$ cat src/rtl/note_voice_scheduler.sv
// Polyphonic voice allocator: scans the key levels one per cycle, assigns new presses to
// tone-generator voices (stealing the oldest when full) and frees voices on release.
module note_voice_scheduler #(
  parameter int NUM_KEYS   = 10,
  parameter int NUM_VOICES = 4,
  parameter int DELAY_W    = 17
) (
  input  logic                          CLOCK_50,
  input  logic                          resetn,
  input  logic [NUM_KEYS-1:0]           keys,
  output logic [NUM_VOICES-1:0]         voice_active,
  output logic [4*NUM_VOICES-1:0]       voice_key,
  output logic [DELAY_W*NUM_VOICES-1:0] voice_delay,
  output logic [NUM_VOICES-1:0]         voice_start,
  output logic                          steal
);

  localparam logic [3:0] LAST_K  = 4'(NUM_KEYS - 1);
  localparam logic [2:0] AGE_MAX = 3'(NUM_VOICES - 1);

  logic [3:0]          scan_k;
  logic [NUM_KEYS-1:0] prev;
  logic [3:0]          key_r   [NUM_VOICES];
  logic [DELAY_W-1:0]  delay_r [NUM_VOICES];
  logic [2:0]          age     [NUM_VOICES];

  logic       cur_lvl, prev_lvl, rise, fall;
  logic       held, any_free, do_alloc;
  logic [2:0] free_idx, old_idx, old_age, alloc_idx;

  function automatic logic [DELAY_W-1:0] note_delay(input logic [3:0] k);
    case (k)
      4'd0:    note_delay = DELAY_W'(95555);
      4'd1:    note_delay = DELAY_W'(85132);
      4'd2:    note_delay = DELAY_W'(75843);
      4'd3:    note_delay = DELAY_W'(71586);
      4'd4:    note_delay = DELAY_W'(63776);
      4'd5:    note_delay = DELAY_W'(56818);
      4'd6:    note_delay = DELAY_W'(50619);
      4'd7:    note_delay = DELAY_W'(47778);
      4'd8:    note_delay = DELAY_W'(42566);
      4'd9:    note_delay = DELAY_W'(37922);
      default: note_delay = '0;
    endcase
  endfunction

  assign cur_lvl  = keys[scan_k];
  assign prev_lvl = prev[scan_k];
  assign rise     = cur_lvl & ~prev_lvl;
  assign fall     = ~cur_lvl & prev_lvl;

  // Descending walk: the last hit wins, giving lowest free index and lowest index on age ties.
  always_comb begin
    held     = 1'b0;
    any_free = 1'b0;
    free_idx = '0;
    old_idx  = '0;
    old_age  = '0;
    for (int v = NUM_VOICES - 1; v >= 0; v--) begin
      if (voice_active[v] && key_r[v] == scan_k) held = 1'b1;
      if (!voice_active[v]) begin
        any_free = 1'b1;
        free_idx = 3'(v);
      end
      if (age[v] >= old_age) begin
        old_age = age[v];
        old_idx = 3'(v);
      end
    end
    alloc_idx = any_free ? free_idx : old_idx;
    do_alloc  = rise & ~held;
  end

  always_comb begin
    voice_key   = '0;
    voice_delay = '0;
    for (int v = 0; v < NUM_VOICES; v++) begin
      voice_key[4*v +: 4]             = key_r[v];
      voice_delay[DELAY_W*v +: DELAY_W] = delay_r[v];
    end
  end

  always_ff @(posedge CLOCK_50 or negedge resetn) begin
    if (!resetn) begin
      scan_k       <= '0;
      prev         <= '0;
      voice_active <= '0;
      voice_start  <= '0;
      steal        <= 1'b0;
      for (int v = 0; v < NUM_VOICES; v++) begin
        key_r[v]   <= '0;
        delay_r[v] <= '0;
        age[v]     <= '0;
      end
    end else begin
      voice_start    <= '0;
      steal          <= 1'b0;
      prev[scan_k]   <= cur_lvl;
      scan_k         <= (scan_k == LAST_K) ? 4'd0 : scan_k + 4'd1;
      if (do_alloc) begin
        steal <= ~any_free;
        for (int v = 0; v < NUM_VOICES; v++) begin
          if (3'(v) == alloc_idx) begin
            voice_active[v] <= 1'b1;
            key_r[v]        <= scan_k;
            delay_r[v]      <= note_delay(scan_k);
            age[v]          <= '0;
            voice_start[v]  <= 1'b1;
          end else if (voice_active[v] && age[v] != AGE_MAX) begin
            age[v] <= age[v] + 3'd1;
          end
        end
      end else if (fall) begin
        // Key and delay are kept so the generator can ramp down on stale values.
        for (int v = 0; v < NUM_VOICES; v++) begin
          if (key_r[v] == scan_k) voice_active[v] <= 1'b0;
        end
      end
    end
  end

endmodule

$ cat config.mk
export PLATFORM = sky130hd
export DESIGN_NAME = note_voice_scheduler
export DESIGN_NICKNAME = d
export VERILOG_FILES = /design/src/rtl/note_voice_scheduler.sv
export SDC_FILE = /design/constraint.sdc
export NUM_CORES = 1
export LEC_CHECK = 0
export BUFFER_PORTS_ARGS = -buffer_cell sky130_fd_sc_hd__buf_2
export CAP_MARGIN = 20
export CORE_MARGIN = 5
export CORE_UTILIZATION = 38
export DETAILED_ROUTE_END_ITERATION = 7
export GPL_TIMING_DRIVEN = 0
export PLACE_DENSITY_LB_ADDON = 0.25
export SYNTH_ARGS = -nofsm -noshare
export SYNTH_HDL_FRONTEND = slang
export SYNTH_SLANG_ARGS = --single-unit
$ cat constraint.sdc
create_clock -name CLOCK_50 -period 5.7 [get_ports CLOCK_50]
set_input_delay 0.855 -clock CLOCK_50 [delete_from_list [all_inputs] [get_ports CLOCK_50]]
set_output_delay 0.855 -clock CLOCK_50 [all_outputs]
set_load 0.01 [all_outputs]
== Yosys cells after proc, flatten, opt, wreduce, memory -nomap -nowiden ==
Memory sizes are Yosys's and may differ from the RTL's. A register that Yosys moved wholly into a read port is not among the register bits.
Index checks and enable logic that the tools add are counted.
Word-level totals
  input port bits: 12
  memories: 4
  register bits after elaboration: 51
  output and inout bits: 93
  memory bits (read-only): 1088
Operators by class
  equal/unequal tests: 16
  mux-type cells: 52
  add/sub/neg operators: 5
  reduce and logical (&&, ||, !) cells: 35
  $lt $le $gt $ge: 6
  bitwise operators: 7
Memories
  (name not given): words 16, width 17, read ports 1, clocked after memory_dff 1, wr ports 0, line 32  | case (k)
  (name not given): words 16, width 17, read ports 1, clocked after memory_dff 1, wr ports 0, line 32
  (name not given): words 16, width 17, read ports 1, clocked after memory_dff 1, wr ports 0, line 32
  (name not given): words 16, width 17, read ports 1, clocked after memory_dff 1, wr ports 0, line 32
Operators by type and width (number)
  two-way mux 3 bit: 18
  two-way mux 1 bit: 24
  nonzero test 2 bit: 9
  equality test 4 bit: 4
  two-way mux 4 bit: 4
  AND reduction 2 bit: 8
  adder 3 x 1 -> 3 bit (second input constant): 4
  != test 3 x 2 -> 1 bit (second input constant): 4
  AND reduction 3 bit: 4
  bitwise mux 10 bit: 1
  >= comparator 3 bit: 3
  logical AND 1 bit: 9
  binary-select mux 1 bit (select 4 bit): 2
  != test 2 x 1 -> 1 bit (second input constant): 4
  equality test 2 x 3 -> 1 bit (first input constant): 2
  < comparator 4 x 5 -> 1 bit (second input constant): 1
  adder 4 x 1 -> 4 bit (second input constant): 1
  demux 1 bit (select 4 bit): 1
  equality test 4 bit (second input constant): 1
  >= comparator 4 x 1 -> 1 bit (second input constant): 1
  logical NOT 1 bit: 4
  two-way mux 2 bit: 2
  NOT 1 bit: 4
  bitwise AND 1 bit: 3
  other kinds (3): 3

== Longest topological paths before layout ==
  word-level depth: 12
  depth in mapped cells: 19
  gate-level depth less buffers: 18

== Worst setup path before layout ==
Ideal clock, no wire load.
  path kind: register to register
  start point: register age[0] in the netlist's numbering
  end point: register delay_r (netlist bit voice_delay[34])
  data required time: 5.575 ns
  setup slack: 1.416 ns
  setup time: 0.125 ns
  arrival time: 4.159 ns
  cell stages (with the launch flop): 18
  clock period less this slack: 4.284 ns
  cell sequence: dfrtp_1 > ha_1 > nor2b_1 > o21ai_0 > mux2_2 > ha_1 > nor2b_1 > o21ai_1 > nor2_1 > a21oi_1 > ha_1 > nor2b_1 > nor2_1 > o31ai_1 > nand4b_1 > nor3_4 > buf_2 > mux2_2
Between the ends
  longest elaborated chain between the ends: 11
  elaborated cells on any way between the ends: 14
  those cells by class: order compare (4); eq/ne (1); mux (8); reduce/logical (1)
Ends and longest elaborated chain
  start, declared: line 25  | logic [2:0] age [NUM_VOICES];
  start signal, assigned by index: line 110  | age[v] <= age[v] + 3'd1;
  >= comparator 3 x 1 -> 1 bit: line 65  | if (age[v] >= old_age) begin
  two-way mux 3 bit: line 65
  >= comparator 3 bit: line 65
  two-way mux 3 bit: line 65
  >= comparator 3 bit: line 65
  two-way mux 3 bit: line 65
  >= comparator 3 bit: line 65
  two-way mux 3 bit (*): line 65
  two-way mux 3 bit (*): line 70  | alloc_idx = any_free ? free_idx : old_idx;
  equality test 2 x 3 -> 1 bit (*): line 103  | if (3'(v) == alloc_idx) begin
  AND reduction 2 bit (no line) (*)
  end, declared: line 24  | logic [DELAY_W-1:0] delay_r [NUM_VOICES];
Every way passes the cells marked *; elsewhere a longest branch is shown, timed or not.
A chain may end at the register's enable or synchronous reset.

== Worst setup path after layout ==
  start point: register age[0] in the netlist's numbering
  end point: register delay_r (netlist bit voice_delay[38])
Same word-level chain as after synthesis.

==> impl_metrics.env <==
export IMPL_drt_pass1_iterations=6
export IMPL_num_io_pins=105
export IMPL_grt_pass1_wl_um=24200
export IMPL_async_reset_ff_share_pct=100
export IMPL_m1WireLength_um=6680
export IMPL_die_w_um=133
export IMPL_drc=0
export IMPL_grt_max_degree=64
export IMPL_core_area_um2=15000
export IMPL_dp_hpwl_um=10600
export IMPL_stdcell_count=788
export IMPL_skew_ns=0.00620
export IMPL_synth_simple_gate_area_share_pct=8.43
export IMPL_clock_latency_ns=0.41
export IMPL_synth_compound_area_share_pct=9.28
export IMPL_rsz0062_at_grt="false"
export IMPL_swShare_pct=34.8
export IMPL_fin_crit_ns=5.15
export IMPL_synth_edf_count=0
export IMPL_row_count=45
export IMPL_cts_buffer_depth=2
export IMPL_relSlewSlack_pct=57.8
export IMPL_end_kind="flop"
export IMPL_cts_hold_buf=0
export IMPL_cts_sinks=119
export IMPL_synthesis_nets=498
export IMPL_critPathRequiredTime_ns=5.99
export IMPL_yosys_top_cells_area="dfrtp_1 52%, mux2_2 17%, ha_1 5.0%"
export IMPL_finalWirelength_um=14600
export IMPL_top_layer="met4"
export IMPL_hp_class="in -> async"
export IMPL_fin_nets=622
export IMPL_die_h_um=133
export IMPL_final_cell_area_um2=7130
export IMPL_ys_flop_type="dfrtp_1"
export IMPL_leakagePower_uw=0.00341
export IMPL_post_route_period_util_pct=90.3
export IMPL_hold_viol=0
export IMPL_dr_total_vias=4154
export IMPL_overflow=0
export IMPL_grt_usage_pct=17.3
export IMPL_synth_top_family_by_area="multiplexers"
export IMPL_grt_pass1_vias=4443
export IMPL_wl_met2_um=6750
export IMPL_initial_core_util_pct=38.2
export IMPL_drt_vias_per_instance=5.27
export IMPL_syn_area_per_cell_um2=12.4
export IMPL_cts_setup_buffers=0
export IMPL_drt_iter0_drc=331
export IMPL_yosysMostFrequentCell="dfrtp_1"
export IMPL_root_buffer="clkbuf_16"
export IMPL_start_kind="flop"
export IMPL_diodes=0
export IMPL_dp_cells=756
export IMPL_io_buffers=104
export IMPL_ys_seq_area_share_pct=51.8
export IMPL_seqPwrFrac_pct=34.5
export IMPL_antenna_found_initial=0
export IMPL_cts_buffers=17
export IMPL_synth_top_area_cell="dfrtp_1"
export IMPL_drv_slew=0
export IMPL_max_freq_ghz=0.194
export IMPL_syn_to_final_growth_pct=24.2
export IMPL_comb_power_share_pct=39.2
export IMPL_yosysUniqueCellTypes=52
export IMPL_setup_tns_ns=0
export IMPL_drtAntennaViolNets=0
export IMPL_syn_inst=463
export IMPL_routed_wire_length_per_instance_um=18.5
export IMPL_synth_commonest_cells="119 x dfrtp_1, 85 x mux2_2, 23 x ha_1"
export IMPL_max_cap_violations=0
export IMPL_ys_ff_latch=119
export IMPL_drive_above_1_share_pct=41.3
export IMPL_die_area_um2=17700
export IMPL_cellPowerDensity_nw_per_um2=578
export IMPL_post_cts_resized=0
export IMPL_p_sw_uw=1430
export IMPL_cts_max_level=4
export IMPL_synth_xor_area_share_pct=2.44
export IMPL_fillers=1358
export IMPL_setup_viol_count_final=0
export IMPL_synth_area_um2=5740
export IMPL_clk_pin_slew_ns=0.05
export IMPL_clkPwrFrac_pct=26.3
export IMPL_tritoncts="yes"
export IMPL_ir_drop_mv=0.277
export IMPL_place_area_um2=6530
export IMPL_outcome="finished clean"
export IMPL_worstMarginPinSlew_ns=0.625
export IMPL_criticalPathCategory="reg -> reg"
export IMPL_synth_top_area_share_pct=51.8
export IMPL_synth_fa_ha_area_share_pct=5.01
export IMPL_crit_arrival_ns=5.44
export IMPL_synth_mux_area_fraction_pct=19.1
export IMPL_critPathMaxFanout=10
export IMPL_routabilityCongestion=0.860
export IMPL_wl_met3_um=1050
export IMPL_yosysWarnings=0
export IMPL_intPower_uw=2690
-- final timing paths --
| check | start | endpoint | slack, ns | cells past startpoint |
|---|---|---|---|---|
| worst max-delay path | age[0] | voice_delay[38] | 0.55 | 17 |
| worst min-delay path | resetn | voice_start[1] | 0.39 | 1 |
| worst max register to register | age[0] | voice_delay[38] | 0.55 | 17 |
| worst min register to register | voice_delay[33] | voice_delay[33] | 0.48 | 1 |
| max in group asynchronous | resetn | voice_delay[22] | 4.62 | 2 |
| min in group CLOCK_50 | voice_delay[33] | voice_delay[33] | 0.48 | 1 |
-- cell families after synthesis --
logic type               after synthesis
AND/OR/NAND/NOR                       84
AO/OA/AOI/OAI                         80
XOR/XNOR                              16
multiplexers                          98
adder cells (fa/ha/maj)               23
flip-flops                           119
buffers and inverters                 43
-- cell type report --
cell class                 count  area [um2]  area share [%]
tap                          188         235            3.30
clock buffer                  23         478            6.70
sequential                   119        2980            41.7
clock inverter                 9         123            1.72
inverter                      20        75.1            1.05
multi-input combinational    301        2540            35.6
timing repair buffer         105         554            7.77
buffer                        23         151            2.12
-- worst max-delay path: stages (launching register included) --
cell	delay [ns]
dfrtp_1	0.44
ha_1	0.31
nor2b_1	0.05
o21ai_0	0.44
mux2_2	0.41
ha_1	0.27
nor2b_1	0.04
o21ai_1	0.43
nor2_1	0.11
a21oi_1	0.15
ha_1	0.25
nor2b_1	0.16
nor2_1	0.07
o31ai_1	0.37
nand4b_1	0.30
nor3_4	0.43
buf_2	0.40
mux2_2	0.37
-- power by group through the flow --
stage	Clock [uW]	Sequential (uW)	Combinational [uW]
floorplan	0	1540	931
detailed placement	0	1430	1630
global route	1150	1470	1800
CTS	1110	1430	1640
global placement	0	1420	1590
finish	1090	1420	1620
-- per-stage QoR --
stage	total power [uW]	hold slack [ns]	util [%]	setup slack [ns]
final	4130	0.390	47.5	0.551
after floorplan	2470	0.448	-	1.42
after CTS	4170	0.405	47.5	0.560
after global placement	3010	0.465	43.2	0.714
after global routing	4430	0.431	47.5	0.119
after detailed placement	3070	0.469	43.5	0.578
-- state kept, by name, indices dropped and copies added (netlist names) --
signal        cells
prev             10
voice_active      4
voice_start       4
scan_k            4
voice_key        16
age              12
voice_delay      68
steal             1
-- cell usage in the layout (no fill, tap or decap), types with 15 or more instances in the layout --
cell type,count
a21oi_1,22
buf_2,110
clkbuf_16,17
dfrtp_1,119
ha_1,23
inv_1,19
mux2_2,85
nand2_1,17
nor2_1,19
o21ai_0,15
xor2_1,16
-- layer usage --
metal | vias up | track usage [%]
li1 | 1915 | -
met1 | 2083 | 23.6
met2 | 139 | 26.4
met3 | 17 | 6.27
met4 | 0 | 4.16
met5 | - | 0
Power figures use the tool's default switching activity.
